[config.mk]
export PLATFORM = sky130hd
export DESIGN_NAME = imm_decode_stage
export DESIGN_NICKNAME = d
export VERILOG_FILES = /design/src/rtl/imm_decode_stage.sv
export SDC_FILE = /design/constraint.sdc
export NUM_CORES = 1
export LEC_CHECK = 0
export BUFFER_PORTS_ARGS = -buffer_cell sky130_fd_sc_hd__buf_2
export CAP_MARGIN = 20
export CORE_MARGIN = 4
export CORE_UTILIZATION = 44
export CTS_BUF_LIST = sky130_fd_sc_hd__clkbuf_4 sky130_fd_sc_hd__clkbuf_8
export DETAILED_ROUTE_END_ITERATION = 8
export PLACE_DENSITY = 0.65
export SKIP_LAST_GASP = 1
export SYNTH_ARGS = -nofsm -noshare
export SYNTH_HDL_FRONTEND = slang
export SYNTH_SLANG_ARGS = --single-unit
[constraint.sdc]
create_clock -name clk -period 5.6 [get_ports clk]
set_input_delay 0.84 -clock clk [delete_from_list [all_inputs] [get_ports clk]]
set_output_delay 0.84 -clock clk [all_outputs]
set_load 0.005 [all_outputs]
[src/rtl/imm_decode_stage.sv]
// imm_decode_stage: registered immediate generator with a two-entry skid buffer.
// Ports:
//   clk, rst                  clock, synchronous active-high reset
//   flush_i                   drop all buffered entries
//   in_valid_i / in_ready_o   upstream handshake, in_ready_o = !skid valid
//   in_ir_i, in_pc_i          instruction word and its address
//   out_valid_o / out_ready_i downstream handshake
//   out_imm_o, out_fmt_o      extended immediate and format code
//   out_target_o              PC-relative target (pc+imm or pc+4)
//   out_illegal_o             unsupported opcode
//   err_count_o               saturating count of accepted illegal instructions
module imm_decode_stage #(
   parameter int XLEN     = 32,
   parameter bit SIGN_EXT = 1'b1
) (
   input  logic            clk,
   input  logic            rst,
   input  logic            flush_i,
   input  logic            in_valid_i,
   output logic            in_ready_o,
   input  logic [31:0]     in_ir_i,
   input  logic [XLEN-1:0] in_pc_i,
   output logic            out_valid_o,
   input  logic            out_ready_i,
   output logic [XLEN-1:0] out_imm_o,
   output logic [2:0]      out_fmt_o,
   output logic [XLEN-1:0] out_target_o,
   output logic            out_illegal_o,
   output logic [15:0]     err_count_o
);
   localparam int EW = 2 * XLEN + 4;
   logic [6:0]      op;
   logic [2:0]      f3;
   logic            s, is_i, is_s, is_b, is_u, is_j, is_z, is_r, is_sh, ill, sx;
   logic [31:0]     imm32;
   logic [XLEN-1:0] imm, tgt;
   logic [2:0]      fmt;
   logic [EW-1:0]   new_e, main_q, main_d, skid_q, skid_d;
   logic            main_v_q, main_v_d, skid_v_q, skid_v_d, in_fire, out_fire;
   logic [15:0]     err_q, err_d;
   assign op    = in_ir_i[6:0];
   assign f3    = in_ir_i[14:12];
   assign s     = SIGN_EXT & in_ir_i[31];
   assign is_i  = op == 7'h03 || op == 7'h13 || op == 7'h67 || op == 7'h0F || (op == 7'h73 && !f3[2]);
   assign is_z  = op == 7'h73 && f3[2];
   assign is_s  = op == 7'h23;
   assign is_b  = op == 7'h63;
   assign is_u  = op == 7'h37 || op == 7'h17;
   assign is_j  = op == 7'h6F;
   assign is_r  = op == 7'h33;
   assign is_sh = op == 7'h13 && f3[1:0] == 2'b01;
   assign ill   = !(is_i | is_s | is_b | is_u | is_j | is_z | is_r);
   // Formats that carry ir[31] into the bits above 32 when XLEN=64.
   assign sx    = (is_i & !is_sh) | is_s | is_b | is_u | is_j;
   always_comb begin
      imm32 = is_sh ? {26'b0, in_ir_i[25] & (XLEN == 64), in_ir_i[24:20]}
            : is_i  ? {{20{s}}, in_ir_i[31:20]}
            : is_s  ? {{20{s}}, in_ir_i[31:25], in_ir_i[11:7]}
            : is_b  ? {{19{s}}, in_ir_i[31], in_ir_i[7], in_ir_i[30:25], in_ir_i[11:8], 1'b0}
            : is_u  ? {in_ir_i[31:12], 12'b0}
            : is_j  ? {{11{s}}, in_ir_i[31], in_ir_i[19:12], in_ir_i[20], in_ir_i[30:21], 1'b0}
            : is_z  ? {27'b0, in_ir_i[19:15]}
            : 32'b0;
      imm   = XLEN'(imm32) | ((sx & s) ? ~XLEN'(32'hFFFF_FFFF) : '0);
      fmt   = is_i ? 3'd1 : is_s ? 3'd2 : is_b ? 3'd3 : is_u ? 3'd4 : is_j ? 3'd5 : is_z ? 3'd6 : 3'd0;
      tgt   = in_pc_i + ((is_b | is_j | op == 7'h17) ? imm : XLEN'(4));
   end
   assign new_e    = {ill, fmt, tgt, imm};
   assign in_fire  = in_valid_i & ~skid_v_q;
   assign out_fire = main_v_q & out_ready_i;
   always_comb begin
      main_d   = main_q;
      skid_d   = skid_q;
      main_v_d = main_v_q;
      skid_v_d = skid_v_q;
      err_d    = err_q;
      if (flush_i) begin
         main_v_d = 1'b0;
         skid_v_d = 1'b0;
      end else begin
         if (out_fire) begin
            main_v_d = skid_v_q;
            main_d   = skid_v_q ? skid_q : main_q;
            skid_v_d = 1'b0;
         end
         // in_fire implies skid is empty, so the new entry goes to main
         // whenever main is empty or draining; otherwise it parks in skid.
         if (in_fire && (!main_v_q || out_fire)) begin
            main_d   = new_e;
            main_v_d = 1'b1;
         end else if (in_fire) begin
            skid_d   = new_e;
            skid_v_d = 1'b1;
         end
         err_d = (in_fire && ill && err_q != 16'hFFFF) ? err_q + 16'd1 : err_q;
      end
   end
   always_ff @(posedge clk) begin
      if (rst) begin
         main_q   <= '0;
         skid_q   <= '0;
         main_v_q <= 1'b0;
         skid_v_q <= 1'b0;
         err_q    <= '0;
      end else begin
         main_q   <= main_d;
         skid_q   <= skid_d;
         main_v_q <= main_v_d;
         skid_v_q <= skid_v_d;
         err_q    <= err_d;
      end
   end
   assign {out_illegal_o, out_fmt_o, out_target_o, out_imm_o} = main_q;
   assign out_valid_o = main_v_q;
   assign in_ready_o  = ~skid_v_q;
   assign err_count_o = err_q;
endmodule
==> impl_metrics.xml <==
<?xml version="1.0" encoding="UTF-8"?>
<metrics>
  <group name="status">
    <metric name="run_status" unit="">finished, final reports clean</metric>
  </group>
  <group name="grt">
    <metric name="overflow" unit="">0</metric>
    <metric name="grt_first_pass_wirelength" unit="um">42800</metric>
    <metric name="grt_start_max_net_pins" unit="">90</metric>
    <metric name="antenna_found_initial" unit="">0</metric>
    <metric name="via_count_of_the_first_global_routing_pass" unit="">7847</metric>
    <metric name="grtUsageTotal" unit="">0.244</metric>
  </group>
  <group name="power_and_ir_drop">
    <metric name="power.density_cell_area" unit="mW/mm2">233</metric>
    <metric name="static-leakage-power" unit="nW">4.00</metric>
    <metric name="design_power_total" unit="mW">2.32</metric>
    <metric name="peakVddDrop" unit="mV">0.156</metric>
  </group>
  <group name="hold_path">
    <metric name="worst_hold_path.num_cells" unit="">2</metric>
    <metric name="hold_path_end" unit="">skid_q[25]</metric>
    <metric name="hold_wc_path_type" unit="">reg2reg</metric>
    <metric name="hold_start" unit="">skid_q[25]</metric>
  </group>
  <group name="setup_path">
    <metric name="crit-reg2reg-capture" unit="">main_q[52]</metric>
    <metric name="crit_chain" unit="">buf_2 -&gt; nor2b_1 -&gt; and4_4 -&gt; a311o_1 -&gt; nand2b_1 -&gt; a222oi_1 -&gt; nor2_1 -&gt; ha_1 -&gt; o211ai_1 -&gt; o21ai_0 -&gt; a31oi_1 -&gt; o41ai_1 -&gt; a31oi_1 -&gt; o21bai_1 -&gt; mux2i_1 -&gt; nand2_1 -&gt; a31oi_1</metric>
    <metric name="crit_required" unit="ps">5970</metric>
    <metric name="critPathMostFrequentCell" unit="">sky130_fd_sc_hd__a31oi_1</metric>
    <metric name="cell_with_the_biggest_individual_delay_on_the_critical_path" unit="">sky130_fd_sc_hd__a222oi_1</metric>
    <metric name="timing.critical_path.to_type" unit="">flop</metric>
    <metric name="critical_path.n_buffers_inverters" unit="">1</metric>
    <metric name="r2r_slack" unit="ps">3060</metric>
    <metric name="critical_path_arrival" unit="ps">5560</metric>
    <metric name="worst_reg_to_reg_cells" unit="">5</metric>
    <metric name="critPathTopFamily" unit="">compound AO/OA/AOI/OAI gates</metric>
    <metric name="rr_startpoint" unit="">out_valid_o</metric>
    <metric name="crit_start" unit="">in_ir_i[5]</metric>
    <metric name="timing.critical_path.fanout_max" unit="">9</metric>
    <metric name="worstSetupPathType" unit="">in2reg</metric>
    <metric name="timing.critical_path.slowest_cell_delay" unit="ps">690</metric>
    <metric name="timing.critical_path.from_type" unit="">input pin</metric>
  </group>
  <group name="clock_network">
    <metric name="clk_latency_worst_skew_pair" unit="ps">450</metric>
    <metric name="cts_buffers" unit="">17</metric>
    <metric name="cts_setup_buffers" unit="">0</metric>
    <metric name="cts_tree" unit="">done</metric>
    <metric name="clock_tree.root_cell" unit="">sky130_fd_sc_hd__clkbuf_8</metric>
    <metric name="clk_pin_slew_worst_paths" unit="ps">80</metric>
    <metric name="cts_max_level" unit="">4</metric>
    <metric name="cts.path.max_buffers" unit="">2</metric>
    <metric name="cts.repair.resized" unit="">0</metric>
    <metric name="number_of_sinks_handled_by_clock_tree_synthesis" unit="">154</metric>
    <metric name="postCtsHoldBufs" unit="">0</metric>
  </group>
  <group name="yosys">
    <metric name="yosysWarnings" unit="">0</metric>
    <metric name="distinct_cells_synth" unit="">65</metric>
    <metric name="postSynthCellCount" unit="">1163</metric>
    <metric name="synthesized_area" unit="mm2">0.00859</metric>
    <metric name="register_area_share_after_synthesis" unit="">0.359</metric>
    <metric name="mappedNetlistNets" unit="">1265</metric>
    <metric name="synth_seq_cells" unit="">154</metric>
    <metric name="synth.avg_cell_area" unit="um2">7.39</metric>
    <metric name="synth_ff_type" unit="">sky130_fd_sc_hd__dfxtp_1</metric>
    <metric name="ys_async_sr_fraction" unit="">0</metric>
    <metric name="synth-edff-count" unit="">0</metric>
  </group>
  <group name="route">
    <metric name="detailed_route_wire_length_per_cell" unit="um">17.8</metric>
    <metric name="drc_errors" unit="">0</metric>
    <metric name="drt_pre_antenna_iters" unit="">5</metric>
    <metric name="antenna_left" unit="">0</metric>
    <metric name="post_drt_via_cell_ratio" unit="">5.64</metric>
    <metric name="drt-initial-drc-count" unit="">671</metric>
    <metric name="routed_wirelength" unit="um">27500</metric>
    <metric name="vias" unit="">8719</metric>
  </group>
  <group name="placement">
    <metric name="place_worst_setup_slack" unit="ps">47.5</metric>
    <metric name="globalplace.congestion" unit="">0.984</metric>
    <metric name="place.detailed.hpwl" unit="um">19900</metric>
    <metric name="dp.cells" unit="">1517</metric>
    <metric name="count_of_buffers_from_port_buffering" unit="">154</metric>
  </group>
  <group name="cells_and_area">
    <metric name="leading_cell_type_in_the_layout_fill_and_taps_excluded" unit="">sky130_fd_sc_hd__nand2_1</metric>
    <metric name="diode_count" unit="">0</metric>
    <metric name="layout-drive-gt1-share" unit="">0.176</metric>
    <metric name="fillers" unit="">1915</metric>
    <metric name="final_cell_mix" unit="">sky130_fd_sc_hd__nand2_1, sky130_fd_sc_hd__dfxtp_1, sky130_fd_sc_hd__buf_2</metric>
    <metric name="finalNetCount" unit="">1378</metric>
    <metric name="flow.area_growth_from_synthesis" unit="%">15.8</metric>
    <metric name="final_cell_count_without_fillers" unit="">1547</metric>
  </group>
  <group name="sta">
    <metric name="worst-slew-pin-transition" unit="ps">1020</metric>
    <metric name="period_needed" unit="ps">5190</metric>
    <metric name="timing.max_slew.rel_slack" unit="">0.321</metric>
    <metric name="worst_hold_slack" unit="ps">458</metric>
    <metric name="rsz0062_at_grt" unit="">false</metric>
    <metric name="clock_skew" unit="ps">8.87</metric>
    <metric name="final_critical_path_setup_slack" unit="ps">414</metric>
    <metric name="slew_violations" unit="">0</metric>
    <metric name="fin_crit_sh" unit="">0.926</metric>
    <metric name="achievable-frequency" unit="MHz">193</metric>
    <metric name="finalHoldViolations" unit="">0</metric>
    <metric name="finalSetupViolations" unit="">0</metric>
  </group>
  <group name="floorplanning">
    <metric name="floorplan.initialDensity" unit="">0.453</metric>
    <metric name="io_pins" unit="">155</metric>
    <metric name="floorplan.die.height" unit="um">148</metric>
    <metric name="rows" unit="">50</metric>
    <metric name="core_area" unit="mm2">0.0190</metric>
    <metric name="fp.dieW" unit="um">148</metric>
    <metric name="die-area" unit="mm2">0.0218</metric>
  </group>
  <group name="job">
    <metric name="max-cap-violations" unit="">0</metric>
  </group>
</metrics>
## final cells by class
class	instances	area, um2	area share
Multi-Input combinational cell	909	5150	0.518
Sequential cell	154	3080	0.310
Timing Repair Buffer	178	953	0.0958
Tap cell	260	325	0.0327
Clock buffer	20	263	0.0264
Clock inverter	10	115	0.0116
Inverter	16	60.1	0.00604
## metal layers
metal	track usage	part of all wire
met5	0	0
met4	0.0769	0.023
met3	0.0460	0.075
met2	0.366	0.43
met1	0.354	0.47
## synth_stat cells (all sizes together) (5+ instances only)
library cell / number / area share
or3: 11 / 0.0080
nand4: 9 / 0.0083
a311oi: 35 / 0.036
a21o: 14 / 0.012
nor3: 11 / 0.0070
and4: 6 / 0.0064
mux2i: 7 / 0.0082
nor2: 146 / 0.064
o21a: 8 / 0.0070
and3: 5 / 0.0036
clkbuf: 78 / 0.034
a31oi: 8 / 0.0058
o211ai: 11 / 0.0096
nand3b: 6 / 0.0052
a21oi: 143 / 0.083
buf: 6 / 0.0044
nand2: 226 / 0.099
xnor2: 25 / 0.025
inv: 15 / 0.0066
xor2: 8 / 0.0082
nor2b: 24 / 0.017
nand2b: 10 / 0.0073
dfxtp: 154 / 0.36
ha: 32 / 0.047
o21ai: 69 / 0.040
a211oi: 30 / 0.026
nand3: 12 / 0.0076
a222oi: 5 / 0.0058
## stage by stage
| step | instance area (um2) | setup TNS [ps] | util |
|---|---|---|---|
| 6_report | 9950 | 0 | 0.525 |
| 5_1_grt | 9950 | 0 | 0.525 |
| 4_1_cts | 9950 | 0 | 0.525 |
| 3_5_place_dp | 9570 | 0 | 0.505 |
| 3_3_place_gp | 9570 | -28.7 | 0.505 |
| 2_1_floorplan | 8590 | 0 | - |
## worst max-delay path by stage
stage          slack, ps    endpoint  depth (start not counted)
6_report             410  main_q[56]                         17
5_1_grt              100  main_q[54]                         17
4_1_cts              490  main_q[56]                         17
3_5_place_dp          50  main_q[56]                         17
3_3_place_gp         -30  main_q[56]                         17
2_1_floorplan        940  main_q[63]                         20
## worst min-delay path: stages (launching register included)
cell and delay [ps]:
sky130_fd_sc_hd__dfxtp_1 320, sky130_fd_sc_hd__nand2_1 50, sky130_fd_sc_hd__a21oi_1 50
## flip-flops by register name, summed over array words and instances, names as in the netlist
| name | flops |
|---|---|
| skid_q | 68 |
| main_q | 68 |
| err_count_o | 16 |
| out_valid_o | 1 |
| skid_v_q | 1 |
## logic make-up after synthesis
logic type,share of synthesized area
buffers and inverters,0.0454
AND/OR/NAND/NOR,0.251
other,0.000436
multiplexers,0.0108
XOR/XNOR,0.0336
AO/OA/AOI/OAI,0.251
flip-flops,0.359
adder cells (fa/ha/maj),0.0489
## power by group
group	internal [mW]	total, mW	switching [mW]	leakage [nW]
Sequential	1.13	1.15	0.0202	1.25
Combinational	0.116	0.316	0.200	2.55
Clock	0.416	0.851	0.435	0.201
Total	1.66	2.32	0.655	4.00
Note: power is estimated with default switching activity, not from simulation.
